### src/rtl/psram_rsp.sv
// psram_rsp: octal PSRAM responder with a 2**MEM_AW-byte array and four 8-bit mode registers.
// Define PSRAM_RSP_CHK_EN to build the sticky protocol checker driving err_o.
module psram_rsp #(
    parameter int unsigned MEM_AW = 8
) (
    input  logic        clk_i,
    input  logic        rst_i,
    input  logic [7:0]  cfg_rcmd_i,
    input  logic [7:0]  cfg_wcmd_i,
    input  logic [7:0]  cfg_mrcmd_i,
    input  logic [7:0]  cfg_mwcmd_i,
    input  logic [7:0]  cfg_rlc_i,
    input  logic [7:0]  cfg_wlc_i,
    input  logic        psram_sck_i,
    input  logic        psram_ce_i,
    input  logic [7:0]  psram_io_in_i,
    input  logic        psram_dqs_in_i,
    output logic [7:0]  psram_io_out_o,
    output logic        psram_io_en_o,
    output logic        psram_dqs_out_o,
    output logic        psram_dqs_en_o,
    output logic [31:0] mr_o,
    output logic        err_o
);

    localparam int unsigned MEM_SZ = 2 ** MEM_AW;

    typedef enum logic [2:0] {
        IDLE, INST, ADDR, LATN, WDATA, RDATA, MWR, IGNR
    } state_e;

    logic              sck_q, sck_prev_q, ce_q, dqs_q;
    logic [7:0]        io_q;

    state_e            state_q, state_d;
    logic              armed_q, armed_d;
    logic              inst_got_q, inst_got_d;
    logic [7:0]        opcode_q, opcode_d;
    logic [MEM_AW-1:0] addr_q, addr_d;
    logic [1:0]        byte_cnt_q, byte_cnt_d;
    logic [7:0]        lat_q, lat_d;
    logic              is_wr_q, is_wr_d;
    logic              is_mr_q, is_mr_d;
    logic              mwr_done_q, mwr_done_d;
    logic [3:0][7:0]   mr_q, mr_d;
    logic [7:0]        io_out_q, io_out_d;
    logic              io_en_q, io_en_d;
    logic              dqs_out_q, dqs_out_d;
    logic              dqs_en_q, dqs_en_d;

    logic [7:0]        mem [MEM_SZ];
    logic              mem_we_c;
    logic              edge_c, rise_c;
    logic [MEM_AW-1:0] rd_addr_c;
    logic [7:0]        rd_data_c;

    assign edge_c = sck_q ^ sck_prev_q;
    assign rise_c = sck_q & ~sck_prev_q;

    // On RDATA entry the current byte is fetched; inside RDATA each edge fetches the next one.
    assign rd_addr_c = (state_q == RDATA) ? addr_q + MEM_AW'(1) : addr_q;
    assign rd_data_c = is_mr_q ? mr_q[rd_addr_c[1:0]] : mem[rd_addr_c];

    always_comb begin
        state_d    = state_q;
        armed_d    = armed_q | ce_q;
        inst_got_d = inst_got_q;
        opcode_d   = opcode_q;
        addr_d     = addr_q;
        byte_cnt_d = byte_cnt_q;
        lat_d      = lat_q;
        is_wr_d    = is_wr_q;
        is_mr_d    = is_mr_q;
        mwr_done_d = mwr_done_q;
        mr_d       = mr_q;
        io_out_d   = io_out_q;
        dqs_out_d  = dqs_out_q;
        mem_we_c   = 1'b0;

        if (ce_q) begin
            state_d = IDLE;
        end else begin
            case (state_q)
                IDLE: begin
                    // After reset a fresh ce high is needed before a new command is accepted.
                    if (armed_q) begin
                        state_d    = INST;
                        inst_got_d = 1'b0;
                    end
                end
                INST: begin
                    if (rise_c && !inst_got_q) begin
                        opcode_d   = io_q;
                        inst_got_d = 1'b1;
                    end else if (edge_c && inst_got_q) begin
                        state_d    = ADDR;
                        byte_cnt_d = 2'd0;
                    end
                end
                ADDR: begin
                    if (edge_c) begin
                        addr_d     = MEM_AW'({addr_q, io_q});
                        byte_cnt_d = byte_cnt_q + 2'd1;
                        if (byte_cnt_q == 2'd3) begin
                            if (opcode_q == cfg_rcmd_i) begin
                                state_d = LATN;
                                lat_d   = cfg_rlc_i;
                                is_wr_d = 1'b0;
                                is_mr_d = 1'b0;
                            end else if (opcode_q == cfg_wcmd_i) begin
                                state_d = LATN;
                                lat_d   = cfg_wlc_i;
                                is_wr_d = 1'b1;
                                is_mr_d = 1'b0;
                            end else if (opcode_q == cfg_mrcmd_i) begin
                                state_d = LATN;
                                lat_d   = cfg_rlc_i;
                                is_wr_d = 1'b0;
                                is_mr_d = 1'b1;
                            end else if (opcode_q == cfg_mwcmd_i) begin
                                state_d    = MWR;
                                mwr_done_d = 1'b0;
                            end else begin
                                state_d = IGNR;
                            end
                        end
                    end
                end
                LATN: begin
                    if (rise_c) begin
                        if (lat_q == 8'd0) begin
                            if (is_wr_q) begin
                                state_d = WDATA;
                            end else begin
                                state_d   = RDATA;
                                io_out_d  = rd_data_c;
                                dqs_out_d = 1'b0;
                            end
                        end else begin
                            lat_d = lat_q - 8'd1;
                        end
                    end
                end
                WDATA: begin
                    if (edge_c) begin
                        mem_we_c = dqs_q;
                        addr_d   = addr_q + MEM_AW'(1);
                    end
                end
                RDATA: begin
                    if (edge_c) begin
                        addr_d    = addr_q + MEM_AW'(1);
                        io_out_d  = rd_data_c;
                        dqs_out_d = ~dqs_out_q;
                    end
                end
                MWR: begin
                    if (edge_c && !mwr_done_q) begin
                        mr_d[addr_q[1:0]] = io_q;
                        mwr_done_d        = 1'b1;
                    end
                end
                IGNR: begin
                    state_d = IGNR;
                end
            endcase
        end

        io_en_d  = (state_d == RDATA);
        dqs_en_d = (state_d == RDATA);
    end

    always_ff @(posedge clk_i or posedge rst_i) begin
        if (rst_i) begin
            sck_q      <= 1'b0;
            sck_prev_q <= 1'b0;
            ce_q       <= 1'b0;
            io_q       <= 8'd0;
            dqs_q      <= 1'b0;
            state_q    <= IDLE;
            armed_q    <= 1'b0;
            inst_got_q <= 1'b0;
            opcode_q   <= 8'd0;
            addr_q     <= '0;
            byte_cnt_q <= 2'd0;
            lat_q      <= 8'd0;
            is_wr_q    <= 1'b0;
            is_mr_q    <= 1'b0;
            mwr_done_q <= 1'b0;
            mr_q       <= '0;
            io_out_q   <= 8'd0;
            io_en_q    <= 1'b0;
            dqs_out_q  <= 1'b0;
            dqs_en_q   <= 1'b0;
        end else begin
            sck_q      <= psram_sck_i;
            sck_prev_q <= sck_q;
            ce_q       <= psram_ce_i;
            io_q       <= psram_io_in_i;
            dqs_q      <= psram_dqs_in_i;
            state_q    <= state_d;
            armed_q    <= armed_d;
            inst_got_q <= inst_got_d;
            opcode_q   <= opcode_d;
            addr_q     <= addr_d;
            byte_cnt_q <= byte_cnt_d;
            lat_q      <= lat_d;
            is_wr_q    <= is_wr_d;
            is_mr_q    <= is_mr_d;
            mwr_done_q <= mwr_done_d;
            mr_q       <= mr_d;
            io_out_q   <= io_out_d;
            io_en_q    <= io_en_d;
            dqs_out_q  <= dqs_out_d;
            dqs_en_q   <= dqs_en_d;
        end
    end

    // Array is not reset; its contents are undefined after rst_i.
    always_ff @(posedge clk_i) begin
        if (mem_we_c) begin
            mem[addr_q] <= io_q;
        end
    end

    assign psram_io_out_o  = io_out_q;
    assign psram_io_en_o   = io_en_q;
    assign psram_dqs_out_o = dqs_out_q;
    assign psram_dqs_en_o  = dqs_en_q;
    assign mr_o            = mr_q;

`ifdef PSRAM_RSP_CHK_EN
    logic       ce_prev_q, ce_fall_c, unknown_c;
    logic [1:0] guard_q, guard_d;
    logic       err_q, err_d;

    assign ce_fall_c = ce_prev_q & ~ce_q;
    assign unknown_c = (state_q == ADDR) && !ce_q && edge_c && (byte_cnt_q == 2'd3) &&
                       (opcode_q != cfg_rcmd_i) && (opcode_q != cfg_wcmd_i) &&
                       (opcode_q != cfg_mrcmd_i) && (opcode_q != cfg_mwcmd_i);

    // guard_q covers the two clk_i cycles following a ce fall.
    always_comb begin
        guard_d = guard_q;
        if (ce_fall_c) begin
            guard_d = 2'd2;
        end else if (guard_q != 2'd0) begin
            guard_d = guard_q - 2'd1;
        end
        err_d = err_q;
        if (unknown_c) begin
            err_d = 1'b1;
        end
        if (ce_q && (state_q == INST || state_q == ADDR || state_q == LATN)) begin
            err_d = 1'b1;
        end
        if (edge_c && !ce_q && (ce_fall_c || guard_q != 2'd0)) begin
            err_d = 1'b1;
        end
    end

    always_ff @(posedge clk_i or posedge rst_i) begin
        if (rst_i) begin
            ce_prev_q <= 1'b0;
            guard_q   <= 2'd0;
            err_q     <= 1'b0;
        end else begin
            ce_prev_q <= ce_q;
            guard_q   <= guard_d;
            err_q     <= err_d;
        end
    end

    assign err_o = err_q;
`else
    assign err_o = 1'b0;
`endif

endmodule

### config.mk
export PLATFORM = sky130hd
export DESIGN_NAME = psram_rsp
export DESIGN_NICKNAME = d
export VERILOG_FILES = /design/src/rtl/psram_rsp.sv
export SDC_FILE = /design/constraint.sdc
export NUM_CORES = 2
export LEC_CHECK = 0
export CORE_MARGIN = 5
export CORE_UTILIZATION = 60
export CTS_CLUSTER_SIZE = 14
export DETAILED_ROUTE_END_ITERATION = 6
export PLACE_DENSITY = 0.77
export SYNTH_ARGS = -nofsm -noshare
export SYNTH_HDL_FRONTEND = slang
export SYNTH_SLANG_ARGS = --single-unit
### constraint.sdc
create_clock -name clk_i -period 4.95 [get_ports clk_i]
set_clock_uncertainty 0.15 [all_clocks]
set_input_delay 0.7425 -clock clk_i [delete_from_list [all_inputs] [get_ports clk_i]]
set_output_delay 0.7425 -clock clk_i [all_outputs]
set_load 0.03 [all_outputs]
==> metrics.txt <==
Final ANT Viol Nets=0; Crit Path Category=register to register; number of hold-repair buffers added at the cts stage=0; Netlist cell types=86; Top Family by Delay on Critical Path=compound AO/OA/AOI/OAI gates; crit path DAT=5.40 ns; GR Overflow Total=0; post-synthesis sequential area ratio=70.3%; prevailing post-synth register cell=edfxtp_1; clock transition at the registers of the reported paths=0.07 ns; Final TNS setup=0 ns; Met3 Wirelength=36,200 um; non-filler cells in the finished layout=8,477; core area=150,000 um2; Yosys reg bits=2,136; antenna violations before repair=11; Leak=32.9 nW; status=finished with violations; layout overhead on the synthesized area=12.2%; GP Congestion=0.973; PnR worst setup slack=0.106 ns; vias in the first global route=58,000; leading area contributor after synthesis=edfxtp_1; DR vias=59,400; Remaining DRCs=0; CTS Buf Count=204; initial cell density of the core=60.4%; Via density=7.01; Layout Nets=6,347; CTS tree=built; Initial DRT Pass Iterations=7; Post-DP HPWL=165,000 um; syn nets=6,236; met2 wire len=121,000 um; FP Rows=142; Synth top cells by count=edfxtp_1 (2,048), nand2_1 (755), mux2i_1 (395), nor2_1 (327), a211oi_1 (276); Top cell by count, worst path=buf_4; share of cells above drive strength 1=12.8%; PD cells=447 nW/um2; syn avg cell area=14.7 um2; Async SR Flop Fraction=4.12%; clock tree buffer depth=3; count leader, synth=edfxtp_1; Final Util=67.8%; startpoint types=register; fin crit period=4.84 ns; synth warn=0; post_cts resized=0; max-slew violation count=67; CTS H-tree lvls=4; max_slew headroom=-2.52%; Final Cycle Share=97.8%; Final Hold Vio Count=0; first-pass GRT wire length=385,000 um; I/O pins=105; Crit path buffers/inverters=2; Critical Path Fanout Max=18; Fillers=9,614; Worst Setup End Kind=register; Critical Path, Cell by Cell=ha_1 > nand4b_2 > xnor2_4 > nand2_2 > buf_4 > a211oi_1 > o41ai_1 > nand4_1 > o31ai_1 > buf_4 > o2111a_1 > a31oi_1; slowest cell on the critical path=o31ai_1; routed length per instance=31.1 um; upper clock frequency limit=0.206 GHz; Final Setup Violations=0; r2r setup slk=0.11 ns; VDD IR max=0.385 mV; EDFF count, synth=2,048; die area=159,000 um2; IO buf count=103; DRT Wirelength=264,000 um; Mapped Cells=6,168; Synth area leaders=edfxtp_1 (68%), mux2i_1 (4.4%), mux4_2 (3.5%); Inst Count DP=8,089; pin count of the biggest net entering global routing=191; CP max stage delay=0.67 ns; Post-CTS Setup Bufs=0; HP Class=input port to register; dpl ws=0.283 ns; top-area cell type share of the netlist area=67.9%; Die Y=399 um; max-capacitance violation count=1; failing checks=max-capacitance violations, max-slew violations; CP required=5.51 ns; Least-Margin Pin Slew=1.54 ns; TritonCTS sink count=2,136; Cell Area, Synth=90,600 um2; max layer used=met5; First DRT Iteration DRCs=9,262; Die Width=399 um; Metal-1 WL=89,600 um; CTS root buf=clkbuf_16; Tot GR Track Use=32.9%; worst-skew pair later-pin latency=0.85 ns; RSZ-0062 raised after global routing=false
-- worst paths after layout --
kind / startpoint / to / depth (start not counted)
max: addr_q[0]$_DFFE_PP0P_ / psram_io_out_o[4]$_DFFE_PP0P_ / 12
min: psram_io_in_i[1] / io_q[1]$_DFF_PP0_ / 1
max reg2reg: addr_q[0]$_DFFE_PP0P_ / psram_io_out_o[4]$_DFFE_PP0P_ / 12
min reg2reg: sck_q$_DFF_PP0_ / sck_prev_q$_DFF_PP0_ / 0
max in group asynchronous: rst_i / mr_o[12]$_DFFE_PP0P_ / 3
min in group asynchronous: rst_i / mr_o[0]$_DFFE_PP0P_ / 2
-- layout make-up --
class / count / area (um2) / share of cell area [%]
Clock inverter: 128 / 1510 / 1.49
Antenna cell: 8 / 20.0 / 0.0197
Clock buffer: 252 / 5360 / 5.27
Tap cell: 2016 / 2520 / 2.48
Inverter: 12 / 47.5 / 0.0468
Multi-Input combinational cell: 3554 / 24800 / 24.4
Timing Repair Buffer: 371 / 3570 / 3.51
Sequential cell: 2136 / 63700 / 62.7
-- metal layers --
metal  global-route usage (%)  vias to the layer above
met1                     43.1                    29300
met2                     51.0                     4583
met3                     9.25                      981
met5                        0                        -
met4                     17.1                        4
li1                         -                    24600
-- where the power goes --
part	internal (mW)	switching [mW]
combinational	3.03	6.36
sequential	19.9	0.207
clock	9.14	6.87
total	32.0	13.4
-- flip-flops by register name, summed over array words and instances (netlist names), 2 cells and up --
register,flops
psram_io_out_o,8
opcode_q,8
lat_q,8
io_q,8
state_q,3
byte_cnt_q,2
mem,2048
addr_q,8
mr_o,32
-- stage by stage --
step                      hold WS [ns]  area (um2)  power [mW]
after detailed placement         0.248       94700        29.4
after floorplan                  0.210       90600        25.7
after global routing             0.158      102000        46.5
after CTS                        0.139      102000        45.1
final                            0.183      102000        45.5
after global placement           0.233       94700        29.2
-- kinds of logic (layout without fill, tap and decap cells) --
group / count (synthesis) / count (layout) / share of synthesized area, %
other cells: 1 / 9 / 0.00414
compound gates: 1219 / 1219 / 9.54
buf+inv: 478 / 763 / 2.50
mux: 603 / 603 / 8.72
xor+xnor: 38 / 38 / 0.405
flops: 2136 / 2136 / 70.3
simple gates: 1686 / 1686 / 8.41
fa+ha+maj: 7 / 7 / 0.0967
-- cell usage in the layout, fill, tap and decap left out, drive strengths merged, types with 103 or more instances in the layout --
cell type,instances
edfxtp,2048
nand2,755
mux2i,395
nor2,328
a211oi,276
buf,268
clkbuf,252
a21oi,210
nand3,182
nor2b,170
o22ai,163
mux4,142
clkdlybuf4s50,103
(Power assumes the default switching activity.)
